`config.mk`:
```
export PLATFORM = sky130hd
export DESIGN_NAME = sevseg_scan_ndigit
export DESIGN_NICKNAME = d
export VERILOG_FILES = /design/src/rtl/sevseg_scan_ndigit.sv
export SDC_FILE = /design/constraint.sdc
export NUM_CORES = 1
export LEC_CHECK = 0
export CAP_MARGIN = 20
export CORE_ASPECT_RATIO = 1.75
export CORE_UTILIZATION = 30
export CTS_CLUSTER_DIAMETER = 150
export DETAILED_ROUTE_END_ITERATION = 7
export SETUP_SLACK_MARGIN = 0.3
export SLEW_MARGIN = 20
export SYNTH_ARGS = -nofsm -noshare
export SYNTH_HDL_FRONTEND = slang
export SYNTH_SLANG_ARGS = --single-unit
```
`constraint.sdc`:
```
create_clock -name clk -period 2.1 [get_ports clk]
set_input_delay 0.42 -clock clk [delete_from_list [all_inputs] [get_ports clk]]
set_output_delay 0.42 -clock clk [all_outputs]
set_load 0.02 [all_outputs]
```
`src/rtl/sevseg_scan_ndigit.sv`:
```
// N-digit multiplexed seven-segment scanner with per-digit dp/blank/blink,
// leading-zero suppression, 16-level dimming and frame-synchronous load/ack.
module sevseg_scan_ndigit #(
  parameter int NUM_DIGITS = 4,
  parameter int SCAN_DIV_W = 16,
  parameter int BLINK_W    = 25
) (
  input  logic                    clk,
  input  logic                    rst,
  input  logic [4*NUM_DIGITS-1:0] digits,
  input  logic [NUM_DIGITS-1:0]   dp_in,
  input  logic [NUM_DIGITS-1:0]   blank_in,
  input  logic [NUM_DIGITS-1:0]   blink_in,
  input  logic [6:0]              glyph,
  input  logic                    lz_suppress,
  input  logic [3:0]              brightness,
  input  logic                    load,
  output logic                    load_ack,
  output logic [6:0]              seg,
  output logic                    dp,
  output logic [NUM_DIGITS-1:0]   an
);

  localparam int IDX_W = (NUM_DIGITS > 1) ? $clog2(NUM_DIGITS) : 1;
  localparam logic [IDX_W-1:0] LAST_IDX = IDX_W'(NUM_DIGITS - 1);

  logic [SCAN_DIV_W-1:0]   r_presc;
  logic [IDX_W-1:0]        r_idx;
  logic [BLINK_W-1:0]      r_blink;
  logic [4*NUM_DIGITS-1:0] r_sh_digits, r_act_digits;
  logic [NUM_DIGITS-1:0]   r_sh_dp, r_act_dp;
  logic [NUM_DIGITS-1:0]   r_sh_blank, r_act_blank;
  logic [NUM_DIGITS-1:0]   r_sh_blink, r_act_blink;
  logic                    r_pending;
  logic                    r_load_ack;
  logic [6:0]              r_seg;
  logic                    r_dp;
  logic [NUM_DIGITS-1:0]   r_an;

  logic                    w_presc_max;
  logic                    w_boundary;
  logic [3:0]              w_code;
  logic [NUM_DIGITS-1:0]   w_lz_dark;
  logic                    w_higher_zero;
  logic                    w_dark;
  logic                    w_on;
  logic [NUM_DIGITS-1:0]   w_an_sel;

  function automatic logic [6:0] f_decode(input logic [3:0] code, input logic [6:0] glyph_pat);
    case (code)
      4'd0:    f_decode = 7'b1000000;
      4'd1:    f_decode = 7'b1111001;
      4'd2:    f_decode = 7'b0100100;
      4'd3:    f_decode = 7'b0110000;
      4'd4:    f_decode = 7'b0011001;
      4'd5:    f_decode = 7'b0010010;
      4'd6:    f_decode = 7'b0000010;
      4'd7:    f_decode = 7'b1111000;
      4'd8:    f_decode = 7'b0000000;
      4'd9:    f_decode = 7'b0010000;
      default: f_decode = glyph_pat;
    endcase
  endfunction

  assign w_presc_max = &r_presc;
  assign w_boundary  = w_presc_max & (r_idx == LAST_IDX);
  assign w_code      = r_act_digits[{r_idx, 2'b00} +: 4];

  // Scan from the top digit down; a zero stays suppressed only while everything above it is zero or blank.
  always_comb begin
    w_lz_dark     = '0;
    w_higher_zero = 1'b1;
    for (int i = NUM_DIGITS - 1; i >= 1; i--) begin
      w_lz_dark[i]  = lz_suppress & (r_act_digits[4*i +: 4] == 4'd0) & w_higher_zero;
      w_higher_zero = w_higher_zero & ((r_act_digits[4*i +: 4] == 4'd0) | r_act_blank[i]);
    end
  end

  assign w_dark   = r_act_blank[r_idx] | w_lz_dark[r_idx] | (r_act_blink[r_idx] & r_blink[BLINK_W-1]);
  assign w_on     = (r_presc[SCAN_DIV_W-1 -: 4] <= brightness);
  assign w_an_sel = ~(NUM_DIGITS'(1) << r_idx);

  always_ff @(posedge clk) begin
    if (rst) begin
      r_presc <= '0;
      r_idx   <= '0;
      r_blink <= '0;
    end else begin
      r_presc <= r_presc + SCAN_DIV_W'(1);
      r_blink <= r_blink + BLINK_W'(1);
      if (w_presc_max) begin
        r_idx <= (r_idx == LAST_IDX) ? '0 : r_idx + IDX_W'(1);
      end
    end
  end

  // Shadow takes loads at any time; active only changes on the frame boundary so a frame never mixes data.
  always_ff @(posedge clk) begin
    if (rst) begin
      r_sh_digits  <= '0;
      r_sh_dp      <= '0;
      r_sh_blank   <= '1;
      r_sh_blink   <= '0;
      r_act_digits <= '0;
      r_act_dp     <= '0;
      r_act_blank  <= '1;
      r_act_blink  <= '0;
      r_pending    <= 1'b0;
      r_load_ack   <= 1'b0;
    end else begin
      r_load_ack <= w_boundary & r_pending;
      if (w_boundary && r_pending) begin
        r_act_digits <= r_sh_digits;
        r_act_dp     <= r_sh_dp;
        r_act_blank  <= r_sh_blank;
        r_act_blink  <= r_sh_blink;
      end
      if (load) begin
        r_sh_digits <= digits;
        r_sh_dp     <= dp_in;
        r_sh_blank  <= blank_in;
        r_sh_blink  <= blink_in;
        r_pending   <= 1'b1;
      end else if (w_boundary) begin
        r_pending   <= 1'b0;
      end
    end
  end

  always_ff @(posedge clk) begin
    if (rst) begin
      r_seg <= 7'h7F;
      r_dp  <= 1'b1;
      r_an  <= '1;
    end else begin
      r_seg <= w_dark ? 7'h7F : f_decode(w_code, glyph);
      r_dp  <= w_dark ? 1'b1 : ~r_act_dp[r_idx];
      r_an  <= w_on ? w_an_sel : '1;
    end
  end

  assign load_ack = r_load_ack;
  assign seg      = r_seg;
  assign dp       = r_dp;
  assign an       = r_an;

endmodule
```
# [Word-level counts from Yosys, hierarchy flattened]
# Index checks and enable logic that the tools add are counted.
[totals] reg_bits=113 input_bits=43 output_inout_bits=13 elab_cells=70
[classes] add_sub_neg=3 n_lt_le_gt_ge=2 eq_ne=10 n_shift=2 muxes=12 n_bitwise=16 n_reduce_logical=9
[ops] cell="one-hot mux 7 bit (10 select lines)" n=1
[ops] cell="adder 25 x 1 -> 25 bit (second input constant)" n=1
[ops] cell="adder 16 x 1 -> 16 bit (second input constant)" n=1
[ops] cell="== test 4 x 3 -> 1 bit (second input constant)" n=4
[ops] cell="zero test 4 bit" n=4
[ops] cell="AND reduction 16 bit" n=1
[ops] cell="indexed part select 16 x 5 -> 4 bit" n=1
[ops] cell="bitwise AND 1 bit" n=9
[ops] cell="binary-select mux 1 bit (select 2 bit)" n=4
[ops] cell="== test 4 x 2 -> 1 bit (second input constant)" n=2
[ops] cell="== test 4 bit (second input constant)" n=2
[ops] cell="two-way mux 1 bit" n=6
[ops] cell="== test 4 x 1 -> 1 bit (second input constant)" n=1
[ops] cell="<= comparator 4 bit" n=1
[ops] cell="inverter 4 bit" n=1
[ops] cell="OR 1 bit" n=4
[ops] cell="OR reduction 2 bit" n=2
[ops] cell="<< shifter 1 x 2 -> 4 bit (first input constant)" n=1
[ops] cell="< comparator 2 x 3 -> 1 bit (second input constant)" n=1
[ops] cell="adder 2 x 1 -> 2 bit (second input constant)" n=1
[ops] cell="== test 2 bit (second input constant)" n=1
[ops] cell="two-way mux 2 bit" n=1
[ops] cell="inverter 1 bit" n=2
[ops] cell="nonzero test 2 bit" n=1
[ops] cell="logical AND 1 bit" n=1

# [Longest topological paths before layout]
# Gate-level depths: netlist of run 1.
[depth] depth_word=9 ltp_mapped=8 ltp_nobuf=7

# [Worst setup path after synthesis of run 1]
# Ideal clock, no wire load.
[synth_timing] path_kind="flip-flop to flip-flop" startpoint="register r_idx[0]" endpoint="register r_seg[3], in the netlist seg[3]" setup_ns=0.128 arrival_time_ns=1.704 t_required_ns=1.972 setup_slack_ns=0.268 path_stages_with_launch=8 n_path_buf=2 synth_period_minus_slack_ns=1.832 path_cell_list="dfxtp_1 > buf_2 > buf_6 > mux4_2 > a211oi_2 > o21ai_2 > a21oi_1 > o211ai_1"
[synth_via] elab_chain_cells=5 word_cells_on_any_way=22 cone_classes="eq/ne (9); shift (1); mux (7); bitwise (3); reduce/logical (2)"
[synth_rtl] element="start: declaration" line_no="28" source="logic [IDX_W-1:0] r_idx;"
[synth_rtl] element="start signal: assignment" line_no="92" source="r_idx <= (r_idx == LAST_IDX) ? '0 : r_idx + IDX_W'(1);"
[synth_rtl] element="parallel branches: the longest is 5 deep, another holds indexed part select 16 x 5 -> 4 bit"
[synth_rtl] element="end signal: assignment" line_no="136" source="r_seg <= w_dark ? 7'h7F : f_decode(w_code, glyph);"
[synth_rtl] element="end: declaration" line_no="36" source="logic [6:0] r_seg;"
# Several ways; the timed one is not identified. The select of a mux whose other input is x is not followed.
# A chain may end at the register's enable or synchronous reset.

# [Worst setup path after layout of run 1]
[layout_timing] startpoint="register r_idx[0]" endpoint="register r_seg[0], in the netlist seg[0]"
# The elaborated chain is that of the path after synthesis.

==> results of run 1 <==
## worst max-delay path: cells and delay by family, from the launching register on
kind,cells,cell delay (ns)
AOI/OAI and AO/OA,4,0.64
muxes,1,0.52
DFF,1,0.35
buffers and inverters,1,0.14
## area by class of cell
| type | instances | area, sq um |
|---|---|---|
| fillers | 1525 | 9120 |
| multi-input cells | 358 | 2340 |
| well taps | 186 | 233 |
| clock buffers | 19 | 453 |
| flip-flops and latches | 113 | 2270 |
| repair buffers | 72 | 733 |
| inverters | 8 | 30.0 |
| clock inverters | 13 | 136 |
## logic make-up (layout without fill, tap and decap cells)
group | after synthesis | in the layout | synth area share [%]
simple gates | 218 | 218 | 22.5
flops | 113 | 113 | 48.3
compound gates | 63 | 63 | 7.83
xor+xnor | 35 | 35 | 6.55
buf+inv | 35 | 112 | 3.42
mux | 32 | 32 | 8.71
fa+ha+maj | 10 | 10 | 2.67
## power groups by stage
| stage | logic (mW) | registers, mW | clock network [mW] |
|---|---|---|---|
| after floorplan | 0.112 | 2.26 | 0 |
| after global placement | 0.220 | 2.26 | 0 |
| after detailed placement | 0.225 | 2.26 | 0 |
| after CTS | 0.227 | 2.22 | 2.84 |
| after global routing | 0.250 | 2.23 | 2.96 |
| final | 0.228 | 2.22 | 2.80 |
## metal layers
layer	up-vias	part of all wire, %	global-route usage (%)
met2	66	53	22.6
met4	0	2.0	5.69
met5	-	0	0
li1	1863	-	-
met3	18	4.3	3.54
met1	1759	41	15.2
## sequential cells by signal, summed over array words and instances, names as in the netlist
signal        flops
r_pending         1
r_sh_blink        4
r_sh_dp           4
an                4
dp                1
r_sh_blank        4
load_ack          1
r_sh_digits      16
seg               7
r_act_digits     16
r_blink          25
r_presc          16
r_act_blank       4
r_act_dp          4
r_idx             2
r_act_blink       4
## synthesized netlist by cell type (all sizes together), types with 2 or more instances
cell,n,share of area [%]
nand3b,6,0.96
nand2b,3,0.40
a21oi,42,4.5
o21a,3,0.48
nor4,6,0.80
and3,9,1.2
nand3,20,2.1
nor2,71,5.7
clkbuf,16,1.3
buf,11,1.5
o31ai,2,0.32
or3,5,0.67
ha,10,2.7
xor2,28,5.2
inv,8,0.64
and4,8,1.6
mux4,7,3.4
o21ai,7,0.83
dfxtp,113,48
nand2,64,5.1
mux2i,25,5.3
nand4,9,1.5
nor3,8,1.2
xnor2,7,1.3
nor2b,7,0.94
a211o,4,0.75
## repair_timing
action	CTS	global route
setup endpoints to repair	32	39
resized for setup	5	19
pin swaps	1	3
setup buffers	6	4
## final timing paths
kind	end	slack, ns	startpoint
worst max-delay path	seg[0]	0.34	r_idx[0]
worst min-delay path	r_presc[0]	0.45	r_presc[0]
worst max register to register	seg[0]	0.34	r_idx[0]
worst min register to register	r_presc[0]	0.45	r_presc[0]
==> flow_summary.ini, run 1 <==
[pwr]
power.switching_fraction_pct = 21.4
finalPower_mw = 5.25
power.internal_mw = 4.12
power.density_cell_area_nw_per_um2 = 847
comb_power_share_pct = 4.4
share_seq_of_total_power_pct = 42.3
switching_power_mw = 1.12
p_leak_nw = 2.35
pwr-share-clk_pct = 53.3
vdd_ir_drop_max_uv = 453

[global_routing]
antenna_found_initial = 0
global_route_wire_length_before_repair_microns = 16700
first_global_vias = 3596
grt_max_degree = 64
gr-usage-all-layers_pct = 13.3
global_route.overflow_total = 0

[place]
finalWeightedCongestion = 0.796
dp_slack_ns = -0.107
placement.io_buffers = 55
postPlaceCellArea_sq_um = 5430
placed_cells = 727
dpl.hpwl_microns = 7000

[worst_setup_path]
worst_setup_path_end_kind = register
crit_slowest_cell = sky130_fd_sc_hd__mux4_2
critical_path_required_ns = 2.39
criticalPathCategory = register to register
critPathMaxStageDelay_ns = 0.52
crit_path_cell_trace = buf_12 -> mux4_2 -> a211oi_4 -> o21ai_4 -> a21oi_2 -> o31ai_2
critical_path_peak_fanout = 11
start_kind = register
worst_r2r_path_depth = 6
worst_ep_arrival_time_ns = 2.05

[timing]
final.min_clock_period_ns = 1.76
max-slew-margin-rel_pct = 56.0
report.final.slew_viol_count = 0
setup_slack_ns = 0.343
hold_violations = 0
grt_setup_unrepaired = yes
layout_worst_path_cycle_share_pct = 83.7
setup-violations-final = 0
setup_total_negative_slack_ns = 0
fmax_mhz = 569
final.hold.worst_slack_ns = 0.448
worst_pin_slew_ns = 0.659
finClkSkew_ns = 0.0119

[yosys]
postSynth.asyncResetShare_pct = 0
yosys_register_bits = 113
synthesis.area_per_instance_sq_um = 9.26
synth_fp_nets = 559
synth_edf_count = 0
ys.warnings.count = 0
synthesis.area_sq_um = 4680
synth_cells = 506
synth_cell_types = 41
yosysSeqAreaShare_pct = 48.3
yosys_most_used_dff = sky130_fd_sc_hd__dfxtp_1

[die]
core_area_sq_um = 15300
floorplan_die_width_microns = 96.5
floorplan.die_area_sq_um = 16100
chip_height_microns = 167
pin_count = 56
start_util_pct = 30.6
fp-row-count = 60

[min_path]
min_path_cells = 1
hold_path.class = register to register

[layout]
area_growth_syn_to_layout_pct = 32.3
finish.utilization_pct = 40.4
finish.instance_area_sq_um = 6190
most_common_library_cell_in_the_layout_ignoring_fill_and_taps = sky130_fd_sc_hd__dfxtp_1
most-common-layout-cells = sky130_fd_sc_hd__dfxtp_1, sky130_fd_sc_hd__nor2_1, sky130_fd_sc_hd__nand2_1, sky130_fd_sc_hd__clkdlybuf4s50_1, sky130_fd_sc_hd__a21oi_1
ant_diodes = 0
finalNonFillerCells = 769
final_nets = 623
ratio_of_cells_with_drive_above_1_in_the_final_layout_pct = 13.7

[clock_network]
clock_tree.buffer_depth = 2
clock_sink_count = 113
ctsHoldBuffers = 0
cts.root.buffer_cell = sky130_fd_sc_hd__clkbuf_16
clk_latency_ns = 0.41
tritoncts = built
cts-buffers-inserted = 17
cts_max_level = 4
clk_pin_slew_ns = 0.06

[drt]
detailed_route_vias_per_instance = 4.82
totalWireLength_microns = 10100
wl_per_cell_microns = 13.2
post-route-drc-count = 0
vias = 3706
total_iterations_of_the_first_detailed_routing_run = 4
antenna_violating_nets_post_route = 0
first_iter_violations = 140

[outcome]
run_status = complete, no violations

[flow_run]
drv.max_cap_violation_count = 0
No activity file was read; power rests on OpenSTA's default activity.
==> run 2, diff against run 1 <==
==> constraint.sdc (replaced) <==
create_clock -name clk -period 1.5 [get_ports clk]
set_input_delay 0.3 -clock clk [delete_from_list [all_inputs] [get_ports clk]]
set_output_delay 0.3 -clock clk [all_outputs]
set_load 0.02 [all_outputs]
==> flow_summary.ini, run 2 (synthesized netlist as in run 1, its figures left out) <==
[min_path]
hold_start = rst
min_path_cells = 5
hold_path.class = input port to register

[worst_setup_path]
worst_r2r_path_depth = 9
criticalPathCategory = register to register
cp-endpoint = r_act_digits[1]
start_kind = register
regToRegStartpoint = r_presc[0]
worst_ep_arrival_time_ns = 2.09
rrSetupSlack_ns = -0.26
worst_setup_path_end_kind = register
crit-reg2reg-capture = r_act_digits[1]
critical_path_required_ns = 1.84
critical_path_peak_fanout = 6
worst_setup_path_startpoint = r_presc[0]

[drt]
vias = 4015
first_iter_violations = 161
detailed_route_vias_per_instance = 4.84
totalWireLength_microns = 12100
post-route-drc-count = 0
total_iterations_of_the_first_detailed_routing_run = 4
wl_per_cell_microns = 14.6
antenna_violating_nets_post_route = 0

[clock_network]
clk_latency_ns = 0.41
clk_pin_slew_ns = 0.05
cts_max_level = 4
cts-buffers-inserted = 17
tritoncts = built
ctsHoldBuffers = 0
cts.root.buffer_cell = sky130_fd_sc_hd__clkbuf_16
clock_tree.buffer_depth = 2
clock_sink_count = 113

[pwr]
finalPower_mw = 7.72
share_seq_of_total_power_pct = 40.5
p_leak_nw = 3.16
vdd_ir_drop_max_uv = 644
comb_power_share_pct = 4.7
power.density_cell_area_nw_per_um2 = 1030
pwr-share-clk_pct = 54.9
power.switching_fraction_pct = 20.4
switching_power_mw = 1.57
power.internal_mw = 6.15

[place]
placement.io_buffers = 55
dpl.hpwl_microns = 7480
dp_slack_ns = -0.407
finalWeightedCongestion = 0.808

[layout]
most_common_library_cell_in_the_layout_ignoring_fill_and_taps = sky130_fd_sc_hd__dfxtp_1
most-common-layout-cells = sky130_fd_sc_hd__dfxtp_1, sky130_fd_sc_hd__nor2_1, sky130_fd_sc_hd__buf_4, sky130_fd_sc_hd__clkdlybuf4s50_1, sky130_fd_sc_hd__nand2_1
largest-register = r_blink
area_growth_syn_to_layout_pct = 60.3
largest_reg_flops = 25
final_nets = 685
ratio_of_cells_with_drive_above_1_in_the_final_layout_pct = 43.5
ant_diodes = 0

[die]
chip_height_microns = 167
core_area_sq_um = 15300
pin_count = 56
start_util_pct = 30.6
floorplan.die_area_sq_um = 16100
floorplan_die_width_microns = 96.5
fp-row-count = 60

[flow_run]
drv.max_cap_violation_count = 0

[global_routing]
gr-usage-all-layers_pct = 14.8
groute.layer.met1.usage_pct = 14.8
first_global_vias = 4055
gr-usage-met3_pct = 3.81
busiest_layer = met2
global_route.overflow_total = 0
grt_max_degree = 70
global_route_wire_length_before_repair_microns = 18300
grt_util_met2_pct = 27.1
antenna_found_initial = 0

[timing]
layout_worst_path_cycle_share_pct = 117
final.hold.worst_slack_ns = 0.361
final.min_clock_period_ns = 1.76
grt_setup_unrepaired = yes
fmax_mhz = 569
hold_violations = 0
worst_pin_slew_ns = 0.423
max-slew-margin-rel_pct = 71.7
finClkSkew_ns = 0.00623
report.final.slew_viol_count = 0
setup-violations-final = 41
setup_slack_ns = -0.258

[outcome]
failed_checks = negative setup slack
run_status = finished with violations
run 2: area by class of cell:
| type | instances | area, sq um |
|---|---|---|
| clock inverter | 11 | 160 |
| multi-input combinational | 359 | 2990 |
| inverter | 8 | 30.0 |
| timing repair buffer | 133 | 1320 |
| clock buffer | 20 | 467 |
| tap | 186 | 233 |
| fill | 1349 | 7810 |
| sequential | 113 | 2300 |
run 2: worst max-delay path: stages, from the launching register on:
cell and delay (ns):
sky130_fd_sc_hd__dfxtp_4 0.36, sky130_fd_sc_hd__ha_4 0.13, sky130_fd_sc_hd__and4_4 0.24, sky130_fd_sc_hd__nand4_4 0.10
sky130_fd_sc_hd__buf_6 0.15, sky130_fd_sc_hd__nor3_4 0.21, sky130_fd_sc_hd__buf_12 0.15, sky130_fd_sc_hd__clkbuf_16 0.17
sky130_fd_sc_hd__nand2_4 0.05, sky130_fd_sc_hd__a21oi_2 0.12
run 2: worst min-delay path by stage:
| stage | endpoint | slack, ns |
|---|---|---|
| CTS | seg[1] | 0.36 |
| global placement | r_blink[0] | 0.44 |
| floorplan | seg[1] | 0.41 |
| global route | seg[1] | 0.38 |
| finish | seg[0] | 0.36 |
| detailed placement | r_act_blink[3] | 0.45 |
run 2: timing repair:
action                     CTS  global route
pin swaps                   33            76
gates cloned                 1             4
setup endpoints to repair   84            81
buffers inserted            12             8
resized for setup          135           122
run 2: layer usage:
layer / wire (microns) / vias to the layer above
li1: - / 1996
met1: 4540 / 1911
met2: 6770 / 80
met3: 429 / 28
met4: 378 / 0
met5: 0 / -
run 2: power by group through the flow:
stage	logic (mW)	registers (mW)	clock network (mW)
after floorplan	0.162	3.17	0
after global placement	0.328	3.17	0
after detailed placement	0.337	3.17	0
after CTS	0.348	3.11	4.31
after global routing	0.394	3.13	4.45
final	0.361	3.12	4.24
run 2: metrics by stage:
step | util (%) | cells | instance area (sq um) | TNS, ns
after floorplan | - | 506 | 4830 | -6.70
after global placement | 38.4 | 774 | 5880 | -6.30
after detailed placement | 38.4 | 774 | 5880 | -7.83
after CTS | 44.9 | 818 | 6870 | -4.63
after global routing | 49.0 | 830 | 7510 | -10.69
final | 49.0 | 830 | 7510 | -8.06
